`src/rtl/seq_display_pkg.sv`:
```
// Shared constants, digit-index type and helpers for the seq_display scanner.
package seq_display_pkg;

  localparam int unsigned DEFAULT_DIV = 100000;

  localparam logic [6:0] SEG_BLANK = 7'b1111111;
  localparam logic [6:0] SEG_0     = 7'b1000000;
  localparam logic [6:0] SEG_1     = 7'b1111001;
  localparam logic [6:0] SEG_2     = 7'b0100100;
  localparam logic [6:0] SEG_3     = 7'b0110000;
  localparam logic [6:0] SEG_4     = 7'b0011001;
  localparam logic [6:0] SEG_5     = 7'b0010010;
  localparam logic [6:0] SEG_6     = 7'b0000010;
  localparam logic [6:0] SEG_7     = 7'b1111000;
  localparam logic [6:0] SEG_8     = 7'b0000000;
  localparam logic [6:0] SEG_9     = 7'b0010000;

  typedef enum logic [1:0] {
    DIG_VAL_ONES = 2'd0,
    DIG_VAL_TENS = 2'd1,
    DIG_CNT_ONES = 2'd2,
    DIG_CNT_TENS = 2'd3
  } digit_t;

  function automatic digit_t next_digit(input digit_t d);
    case (d)
      DIG_VAL_ONES: return DIG_VAL_TENS;
      DIG_VAL_TENS: return DIG_CNT_ONES;
      DIG_CNT_ONES: return DIG_CNT_TENS;
      default:      return DIG_VAL_ONES;
    endcase
  endfunction

  // Returns {tens, ones} of a 0..63 value.
  function automatic logic [7:0] split_value(input logic [5:0] v);
    logic [5:0] t;
    logic [5:0] o;
    t = v / 6'd10;
    o = v % 6'd10;
    return {t[3:0], o[3:0]};
  endfunction

endpackage

```
`src/rtl/seg7_decoder.sv`:
```
// BCD digit to active-low {g,f,e,d,c,b,a} segment pattern, with blanking.
module seg7_decoder
  import seq_display_pkg::*;
(
  input  logic [3:0] digit,
  input  logic       blank,
  output logic [6:0] seg
);

  always_comb begin
    seg = SEG_BLANK;
    if (!blank) begin
      case (digit)
        4'd0:    seg = SEG_0;
        4'd1:    seg = SEG_1;
        4'd2:    seg = SEG_2;
        4'd3:    seg = SEG_3;
        4'd4:    seg = SEG_4;
        4'd5:    seg = SEG_5;
        4'd6:    seg = SEG_6;
        4'd7:    seg = SEG_7;
        4'd8:    seg = SEG_8;
        4'd9:    seg = SEG_9;
        default: seg = SEG_BLANK;
      endcase
    end
  end

endmodule

```
`src/rtl/seq_display.sv`:
```
// Captures sequence terms and a 0..99 sample count, and scans them onto a
// four-digit multiplexed seven-segment display.
module seq_display
  import seq_display_pkg::*;
#(
  parameter int unsigned DIV = DEFAULT_DIV
) (
  input  logic       clk,
  input  logic       rst,
  input  logic       in_valid,
  input  logic [5:0] in_data,
  input  logic       freeze,
  output logic [3:0] an,
  output logic [6:0] seg,
  output logic       dp
);

  localparam logic [19:0] DIV_LAST = 20'(DIV - 1);

  logic [5:0]  value;
  logic [3:0]  cnt_ones;
  logic [3:0]  cnt_tens;
  logic [19:0] divider;
  digit_t      idx;

  logic [3:0]  val_ones;
  logic [3:0]  val_tens;
  logic [3:0]  cur_digit;
  logic        cur_blank;
  logic [6:0]  cur_seg;

  always_comb {val_tens, val_ones} = split_value(value);

  always_comb begin
    cur_digit = val_ones;
    cur_blank = 1'b0;
    case (idx)
      DIG_VAL_ONES: cur_digit = val_ones;
      DIG_VAL_TENS: begin cur_digit = val_tens; cur_blank = (val_tens == 4'd0); end
      DIG_CNT_ONES: cur_digit = cnt_ones;
      DIG_CNT_TENS: begin cur_digit = cnt_tens; cur_blank = (cnt_tens == 4'd0); end
      default:      cur_digit = val_ones;
    endcase
  end

  seg7_decoder u_dec (
    .digit (cur_digit),
    .blank (cur_blank),
    .seg   (cur_seg)
  );

  always_ff @(posedge clk or posedge rst) begin
    if (rst) begin
      value    <= '0;
      cnt_ones <= '0;
      cnt_tens <= '0;
      divider  <= '0;
      idx      <= DIG_VAL_ONES;
      an       <= '1;
      seg      <= SEG_BLANK;
      dp       <= 1'b1;
    end else begin
      if (in_valid && !freeze) begin
        value <= in_data;
        if (cnt_ones == 4'd9) begin
          cnt_ones <= '0;
          cnt_tens <= (cnt_tens == 4'd9) ? '0 : cnt_tens + 4'd1;
        end else begin
          cnt_ones <= cnt_ones + 4'd1;
        end
      end
      // Each wrap latches the digit for idx onto the pins, then moves idx on,
      // so the first lit digit after reset is digit 0.
      if (divider == DIV_LAST) begin
        divider <= '0;
        idx     <= next_digit(idx);
        an      <= ~(4'b0001 << idx);
        seg     <= cur_seg;
        dp      <= (idx != DIG_CNT_ONES);
      end else begin
        divider <= divider + 20'd1;
      end
    end
  end

endmodule

```
`config.mk`:
```
export PLATFORM = sky130hd
export DESIGN_NAME = seq_display
export DESIGN_NICKNAME = d
export VERILOG_FILES = /design/src/rtl/seq_display_pkg.sv /design/src/rtl/seg7_decoder.sv /design/src/rtl/seq_display.sv
export SDC_FILE = /design/constraint.sdc
export NUM_CORES = 1
export LEC_CHECK = 0
export ABC_AREA = 1
export BUFFER_PORTS_ARGS = -buffer_cell sky130_fd_sc_hd__buf_2
export CORE_UTILIZATION = 50
export CTS_CLUSTER_DIAMETER = 60
export DETAILED_ROUTE_END_ITERATION = 10
export GPL_TIMING_DRIVEN = 0
export PLACE_DENSITY = 0.65
export SYNTH_ARGS = -nofsm -noshare
export SYNTH_HDL_FRONTEND = slang
export SYNTH_SLANG_ARGS = --single-unit
```
`constraint.sdc`:
```
create_clock -name clk -period 3.2 [get_ports clk]
set_input_delay 0.64 -clock clk [delete_from_list [all_inputs] [get_ports clk]]
set_output_delay 0.64 -clock clk [all_outputs]
set_load 0.005 [all_outputs]
```
==> results summary, run 1 <==
The via count of the first global-routing pass came out at 2308. The final critical-path share of the clock period is 0.8285. The number of DRC markers after the initial detailed-route iteration came out at 115. The worst-case clock skew is 0.007399 ns. The die span in y is 77.32 um. The number of I/O port buffers is 21. The clock root buffer is clkbuf_8. In this run the tightest slew margin relative to its limit is 0.5954.

Summing all flip-flop and latch instances after layout gives 1190 um2. The largest driver fanout on the critical path is 6. The maximum vdd drop came out at 0.0004736 V.

The initial standard-cell utilization of the core is 0.5183. The setup path with the least slack is of type reg2reg. The number of buffers inserted for hold repair after clock tree synthesis is 0. Counting every sink on the clock net gives 47. Once placement completed, the tool counted placed cells totaling 448. The total overflow left after global routing is 0.

The share of synthesized area in the top cell type comes to 0.3176. Setup repair after global routing left no endpoint under its margin. The number of slew-limit violations in the final report is 0. The number of synthesized flops with an enable pin is 0. The number of iterations in the first detailed-routing pass is 4. The placed cell area came out at 3052 um2. The die is 77.32 um wide. The buffers inserted during post-CTS setup optimization is 0. The synthesized flop and latch total is 47.

The cell taking the most area after synthesis is dfrtp_1. The count of H-tree levels built during CTS is 2. The final HPWL from detailed placement is 4160 um.

The total routed wirelength came out at 5351 um. The final-layout setup total negative slack came out at 0 ns. The DRC violation count after routing is 0. The final critical-path required period is 2.651 ns. Data on the critical path is required at its endpoint by 3.43 ns. The largest net degree at the start of global routing came out at 28. The number of library cell types mapped by synthesis came out at 34. Of the synthesized area, sequential elements account for 0.4195. Based on the critical path, the design can be clocked at up to 0.3772 GHz. The number of core rows came out at 27. The delay of the slowest cell on the worst path is 0.43 ns. The final-report hold violation count came to 0. The clock latency reported for the late side of the worst-skew pair is 0.30 ns. The cell count after synthesis came out at 354. The die covers 5978 um2.

The max-capacitance violation count is 0. The detailed-route vias per instance came out at 4.985. The mean routed wirelength per cell is 11.73 um.

The area growth from synthesis to layout is 12.40%. The area occupied by multi-input gates is 1371 um2. The worst setup path is captured at a register. The fraction of registers with async set or reset after synthesis is 1.000. The number of diodes added for antenna fixing is 0. The detailed router put a total of 2535 um of wire on met1. The buffer and inverter count on the worst path is 4. By area the synthesized netlist is led by dfrtp_1 32%, dfstp_2 10%, nand2_1 8.5%. On the critical path, the stage with the largest delay is an instance of dfrtp_1.

The post-synthesis cell area came out at 2836 um2. The static leakage came out at 1.640 nW. The met3 wire length is 163 um. The top-level I/O count came out at 22. The first global-routing pass estimated 10010 um of wire. The total setup violations reported at the end of the flow came out at 0. Dividing total power by cell area gives a power density of 543.0 nW/um2. After clock tree synthesis, the clock-pin slew on the worst setup and hold paths is 0.09 ns. The final layout net count is 403.

The net count after synthesis is 374. The CTS buffer count is 5. The core footprint came out at 5473 um2. The layout has 532 filler cells. The CTS tree is done. The number of instances resized during post-cts repair came out at 0.

Routed signal wires occupy layers up through met4. The longest clock path from root to sink contains 2 buffers. The kind of start point of the critical path is a register.

The slew at the pin closest to its max-slew limit came out at 0.6042 ns. The met2 wire length is 2581 um. For this block, the via count after detailed routing is 2273. The run finished with clean final reports. The routability congestion estimate came out at 0.8102. The initial antenna violation count is 0. The overall track demand over capacity in global routing came out at 0.2109. The cell area after layout is 3188 um2. The min-delay analysis places its worst path in the category in2async. The count of warnings emitted by yosys came out at 0. The hold slack is 0.3466 ns. The remaining antenna violation count after routing came out at 0. The kind of cell with the highest combined delay along the critical path is simple AND/OR/NAND/NOR gates.

The critical path data arrival time is 2.88 ns. The signal on the critical path passes through inv_2 > ha_1 > nand2_1 > nand2_1 > clkinv_2 > nand2_4 > nand2_2 > nand2_2 > nand2_2 > inv_2 > nand2_4 > nand2_4 > nand2_2 > a21oi_4 > inv_1 > ha_1 > nand3_1 > nand2_1 > nand2_1 > a21oi_1. The prevailing post-synth register cell is dfrtp_1. The average instance area after synthesis came out at 8.013 um2.

The fraction of final layout cells with drive strength greater than 1 came out at 0.2318. The post-layout instance count excluding filler cells is 456.
## cell usage after synthesis, types with 4 or more instances
| cell type | instances |
|---|---|
| inv_2 | 7 |
| nand3_1 | 20 |
| nand2_4 | 7 |
| nor2_2 | 6 |
| nor2_1 | 43 |
| nand3_2 | 6 |
| a21oi_4 | 4 |
| ha_1 | 10 |
| dfrtp_1 | 36 |
| a21oi_1 | 19 |
| xor2_1 | 4 |
| nand4_1 | 6 |
| nor3_1 | 6 |
| inv_1 | 52 |
| dfstp_2 | 11 |
| nor4_1 | 5 |
| o21ai_0 | 16 |
| nand2_1 | 64 |
| nand2_2 | 9 |
## through the flow
| step | power (mW) | util | setup WS, ns |
|---|---|---|---|
| after CTS | 1.753 | 0.5825 | 0.5242 |
| after global routing | 1.858 | 0.5825 | 0.2351 |
| after floorplan | 1.127 | - | 0.8268 |
| after detailed placement | 1.224 | 0.5576 | 0.5767 |
| after global placement | 1.207 | 0.5540 | 0.6018 |
| final | 1.731 | 0.5825 | 0.5489 |
## path summary, 6_finish.rpt
kind | slack [ns] | endpoint | start | cells past startpoint
hold reg to reg | 0.47 | divider[0] | divider[0] | 1
min in group clk | 0.47 | divider[0] | divider[0] | 1
hold / removal | 0.35 | divider[0] | rst | 2
setup / recovery | 0.55 | seg[3] | value[3] | 20
setup reg to reg | 0.55 | seg[3] | value[3] | 20
max in group asynchronous | 2.27 | an[1] | rst | 3
## flip-flops by register name, indices dropped and copies added, names as in the netlist
name and flops:
divider 20, seg 7, value 6, an 4, cnt_ones 4, cnt_tens 4
idx 2
## placed cells by master, fill, tap and decap left out, types with 4 or more instances in the layout
| master | Yosys | layout |
|---|---|---|
| nand4_1 | 6 | 6 |
| nor2_1 | 43 | 43 |
| inv_2 | 7 | 8 |
| ha_1 | 10 | 10 |
| nand3_2 | 6 | 6 |
| o21ai_0 | 16 | 16 |
| inv_1 | 52 | 51 |
| dfstp_2 | 11 | 11 |
| nand3_1 | 20 | 20 |
| nor3_1 | 6 | 6 |
| buf_2 | 0 | 21 |
| nand2_2 | 9 | 9 |
| nor2_2 | 6 | 6 |
| a21oi_1 | 19 | 19 |
| xor2_1 | 4 | 4 |
| a21oi_4 | 4 | 4 |
| nand2_1 | 64 | 64 |
| clkbuf_8 | 0 | 5 |
| dfrtp_1 | 36 | 36 |
| nor4_1 | 5 | 5 |
| nand2_4 | 7 | 7 |
## power breakdown
part	switching (mW)	internal, mW
Sequential	0.0421	0.645
Clock	0.206	0.312
Combinational	0.342	0.183
## final cells by class
cell class,count,area share
buffer,4,0.005887
clock buffer,5,0.02159
clock inverter,3,0.02119
inverter,64,0.08046
multi-input combinational,239,0.4301
sequential,47,0.3732
tap,72,0.02826
timing repair buffer,22,0.03925
## logic make-up after synthesis
| kind of cell | count (synthesis) | share of synthesized area |
|---|---|---|
| buffers and inverters | 68 | 0.09705 |
| DFF | 47 | 0.4195 |
| xor gates and xnor gates | 5 | 0.01544 |
| AOI/OAI and AO/OA | 46 | 0.1041 |
| adders and majority gates | 10 | 0.04411 |
| and+or+nand+nor | 178 | 0.3198 |
## layer usage
| layer | vias up | track usage |
|---|---|---|
| met4 | 0 | 0.07170 |
| met2 | 33 | 0.3628 |
| met5 | - | 0 |
| li1 | 1193 | - |
| met1 | 1041 | 0.2626 |
| met3 | 6 | 0.04048 |
No activity file was read; power rests on OpenSTA's default activity.
==> run 2, diff against run 1 <==
--- a/config.mk
+++ b/config.mk
@@ -11,7 +11,7 @@
 export CTS_CLUSTER_DIAMETER = 60
 export DETAILED_ROUTE_END_ITERATION = 10
 export GPL_TIMING_DRIVEN = 0
-export PLACE_DENSITY = 0.65
+export PLACE_DENSITY = 0.68
 export SYNTH_ARGS = -nofsm -noshare
 export SYNTH_HDL_FRONTEND = slang
 export SYNTH_SLANG_ARGS = --single-unit
==> constraint.sdc (replaced) <==
create_clock -name clk -period 2.35 [get_ports clk]
set_input_delay 0.47 -clock clk [delete_from_list [all_inputs] [get_ports clk]]
set_output_delay 0.47 -clock clk [all_outputs]
set_load 0.005 [all_outputs]
==> run 2 against run 1 <==
  * The flow now finishes with violations (setup timing)
  * Via count rose by 7.2%
  * Sequential power rose by 37%
  * Combinational power rose by 94%
  * Non-clock buffer count rose by 29
  * Sequential share of layout area fell by 3.7 points
  * Largest power group is now combinational cells
==> results summary, run 2 (synthesis results as in run 1) <==
The run finished, with violations left. The checks that failed: setup timing. The met2 wire length came out at 2957 um (+15%).

The final HPWL from detailed placement was 4116 um (-1.1%). The critical path goes through inv_2 > ha_4 > nand2_4 > nand2_4 > inv_4 > nand2_4 > nand2_4 > nand2_2 > nand3_2 > nand2_4 > nand3_2 > a21oi_4 > inv_2 > ha_4 > nand3b_1 > nand2_1 > nor2_1 > nor2_1 > nor2_1. In this run the clock root is driven by a clkbuf_8. The slew at the pin closest to its max-slew limit is 0.7194 ns (+0.1152 ns). The slack of the worst reg-to-reg path came to -0.02 ns (-0.57 ns). The power per standard cell area is 686.2 nW/um2 (+26%). The delay of the slowest cell on the worst path came out at 0.38 ns (-0.05 ns). The area growth from synthesis to layout came out at 25.06%. The endpoint identified for the worst register-to-register timing path is seg[5]. The mean routed wirelength per cell is 12.45 um (+6.1%). The final layout net count came out at 432 (+7.2%). The routed via count was 2436 (+7.2%). The worst-case clock skew is 0.01040 ns (+0.003001 ns). The clock latency reported for the late side of the worst-skew pair came to 0.30 ns (about the same). The element type at the critical path end is a register. The total routed wirelength came to 6039 um (+13%). The upper clock frequency limit is 0.4220 GHz (+12%). The number of DRC markers after the initial detailed-route iteration came to 71 (-38%).

TritonCTS built the clock tree. The overall track demand over capacity in global routing was 0.2145 (+0.003595). The count of H-tree levels built during CTS was 2 (unchanged). The final critical-path share of the clock period came out at 1.008 (+0.1800). The post-layout instance count excluding filler cells is 485 (+6.4%). The clock-pin slew reported for the worst setup and hold paths after clock tree synthesis came to 0.09 ns (about the same). Setup repair after global routing could not meet its margin everywhere. The family of cells with the greatest summed delay on the critical path is simple AND/OR/NAND/NOR gates. The remaining antenna violation count after routing came out at 0 (unchanged). The maximum vdd drop is 0.0004476 V (-5.5%). The number of I/O port buffers came out at 21 (unchanged). The number of buffers on the longest clock path came out at 2 (unchanged).

The largest net degree at the start of global routing came out at 28 (unchanged). The cell with the biggest individual delay on the critical path is dfrtp_1. The fraction of final layout cells with drive strength greater than 1 is 0.3608 (+0.1290).

The final critical-path required period came to 2.370 ns (-0.2813 ns). The final-report hold violation count is 0 (unchanged). The buffer and inverter count on the worst path is 3 (-1). The x dimension of the die is 77.32 um (unchanged). The initial standard-cell utilization of the core is 0.5183 (unchanged). The register area came out at 1191 um2 (+0.11%). The wire length of the first global-routing pass is 10280 um (+2.8%). The critical path class is reg2reg.

The total power of the final layout is 2.434 mW (+41%). The core footprint is 5473 um2 (unchanged). The area occupied by multi-input gates is 1559 um2 (+14%).

The top-level I/O count came out at 22 (unchanged). The highest metal layer carrying signal wires in the routed design is met4. In the layout the commonest cells are 55 x nand2_1, 49 x inv_1, 39 x nor2_1.

The worst max-slew margin expressed relative to the limit is 0.5183 (-0.07711). The DRC violation count after routing was 0 (unchanged). The global-route congestion overflow total came out at 0 (unchanged). The via count of the first global-routing pass came out at 2371 (+2.7%). The cell area after layout was 3547 um2 (+11%). The largest registers in the layout are divider: 20 flops, seg: 7 flops, value: 6 flops. The routability congestion estimate is 0.8288 (+2.3%). The number of buffers inserted for hold repair after clock tree synthesis was 0 (unchanged). The die span in y came out at 77.32 um (unchanged). In this design, the critical path's most frequently occurring cell is nand2_4. The number of cells traversed by the worst register-to-register path is 19 (-5.0%).

The placed cell area came out at 3064 um2 (+0.41%). The critical path data arrival time came out at 2.61 ns (-0.27 ns). The number of core rows came out at 27 (unchanged).

The detailed-route vias per instance came to 5.023 (+0.76%). The placed instance count is 448 (unchanged). The overall die area is 5978 um2 (unchanged).

The flip-flop count of the largest register, all copies and words added came to 20 (unchanged). STA classifies the critical path startpoint as a register. The number of filler instances in the final layout is 491 (-7.7%). The met3 wire length was 168 um (+3.1%).

The critical path data required time came out at 2.59 ns (-0.84 ns). The TritonCTS sink count is 47 (unchanged). The number of diodes added for antenna fixing is 0 (unchanged). The final-layout setup total negative slack is -0.01980 ns (-0.01980 ns). The number of iterations in the first detailed-routing pass is 4 (unchanged). The number of slew-limit violations in the final report came out at 0 (unchanged). The commonest non-fill, non-tap cell in the layout is nand2_1. The startpoint of the worst-slack reg-to-reg timing path is value[3]. The largest driver fanout on the critical path came out at 4 (-2). The total setup violations reported at the end of the flow came to 1 (+1). The worst hold-check path type is in2async. The initial antenna violation count was 0 (unchanged). The met1 wire length came to 2815 um (+11%). The max-capacitance violation count was 0 (unchanged). The static leakage is 1.794 nW (+9.4%). The slack of the critical path came to -0.01980 ns (-0.5687 ns). The CTS buffer count is 5 (unchanged).

Counting flops per register, the top entry is divider.
==> run 2: layout make-up <==
cell class / count / area share
buffer: 4 / 0.005644
clock buffer: 7 / 0.02152
clock inverter: 1 / 0.001411
inverter: 64 / 0.07302
multi-input combinational: 239 / 0.4395
sequential: 47 / 0.3358
tap: 72 / 0.02540
timing repair buffer: 51 / 0.09771
==> run 2: routing by layer <==
layer  track usage  up-vias
li1              -     1241
met1        0.2753     1137
met2        0.3735       48
met3       0.03214       10
met4       0.05849        0
met5             0        -
==> run 2: power by group <==
group | switching, mW | internal, mW | leakage [nW]
Clock | 0.266 | 0.209 | 0.0422
Combinational | 0.588 | 0.429 | 1.18
Sequential | 0.0620 | 0.880 | 0.574
==> run 2: through the flow <==
step / hold WS [ns] / setup WS, ns / utilization
floorplan: 0.4331 / -0.002514 / -
global placement: 0.4515 / -0.2000 / 0.5562
global route: 0.2095 / -0.1298 / 0.6481
finish: 0.1832 / -0.01980 / 0.6481
detailed placement: 0.4583 / -0.2671 / 0.5599
CTS: 0.1919 / -0.009799 / 0.5983
==> run 2: how the worst max path moves through the flow <==
stage                  start     end  slack, ns  depth (start not counted)
floorplan           value[3]  seg[5]     -0.003                         19
global placement    value[3]  seg[3]      -0.20                         20
detailed placement  value[3]  seg[3]      -0.27                         20
CTS                 value[3]  seg[3]      -0.01                         20
global route        value[3]  seg[5]      -0.13                         19
finish              value[3]  seg[5]      -0.02                         19
==> run 2: repair_timing <==
| action | CTS | global route |
|---|---|---|
| endpoints found under the setup margin | 7 | 12 |
| resized for setup | 8 | 39 |
| pin swaps | 10 | 35 |
| setup buffers | 12 | 17 |
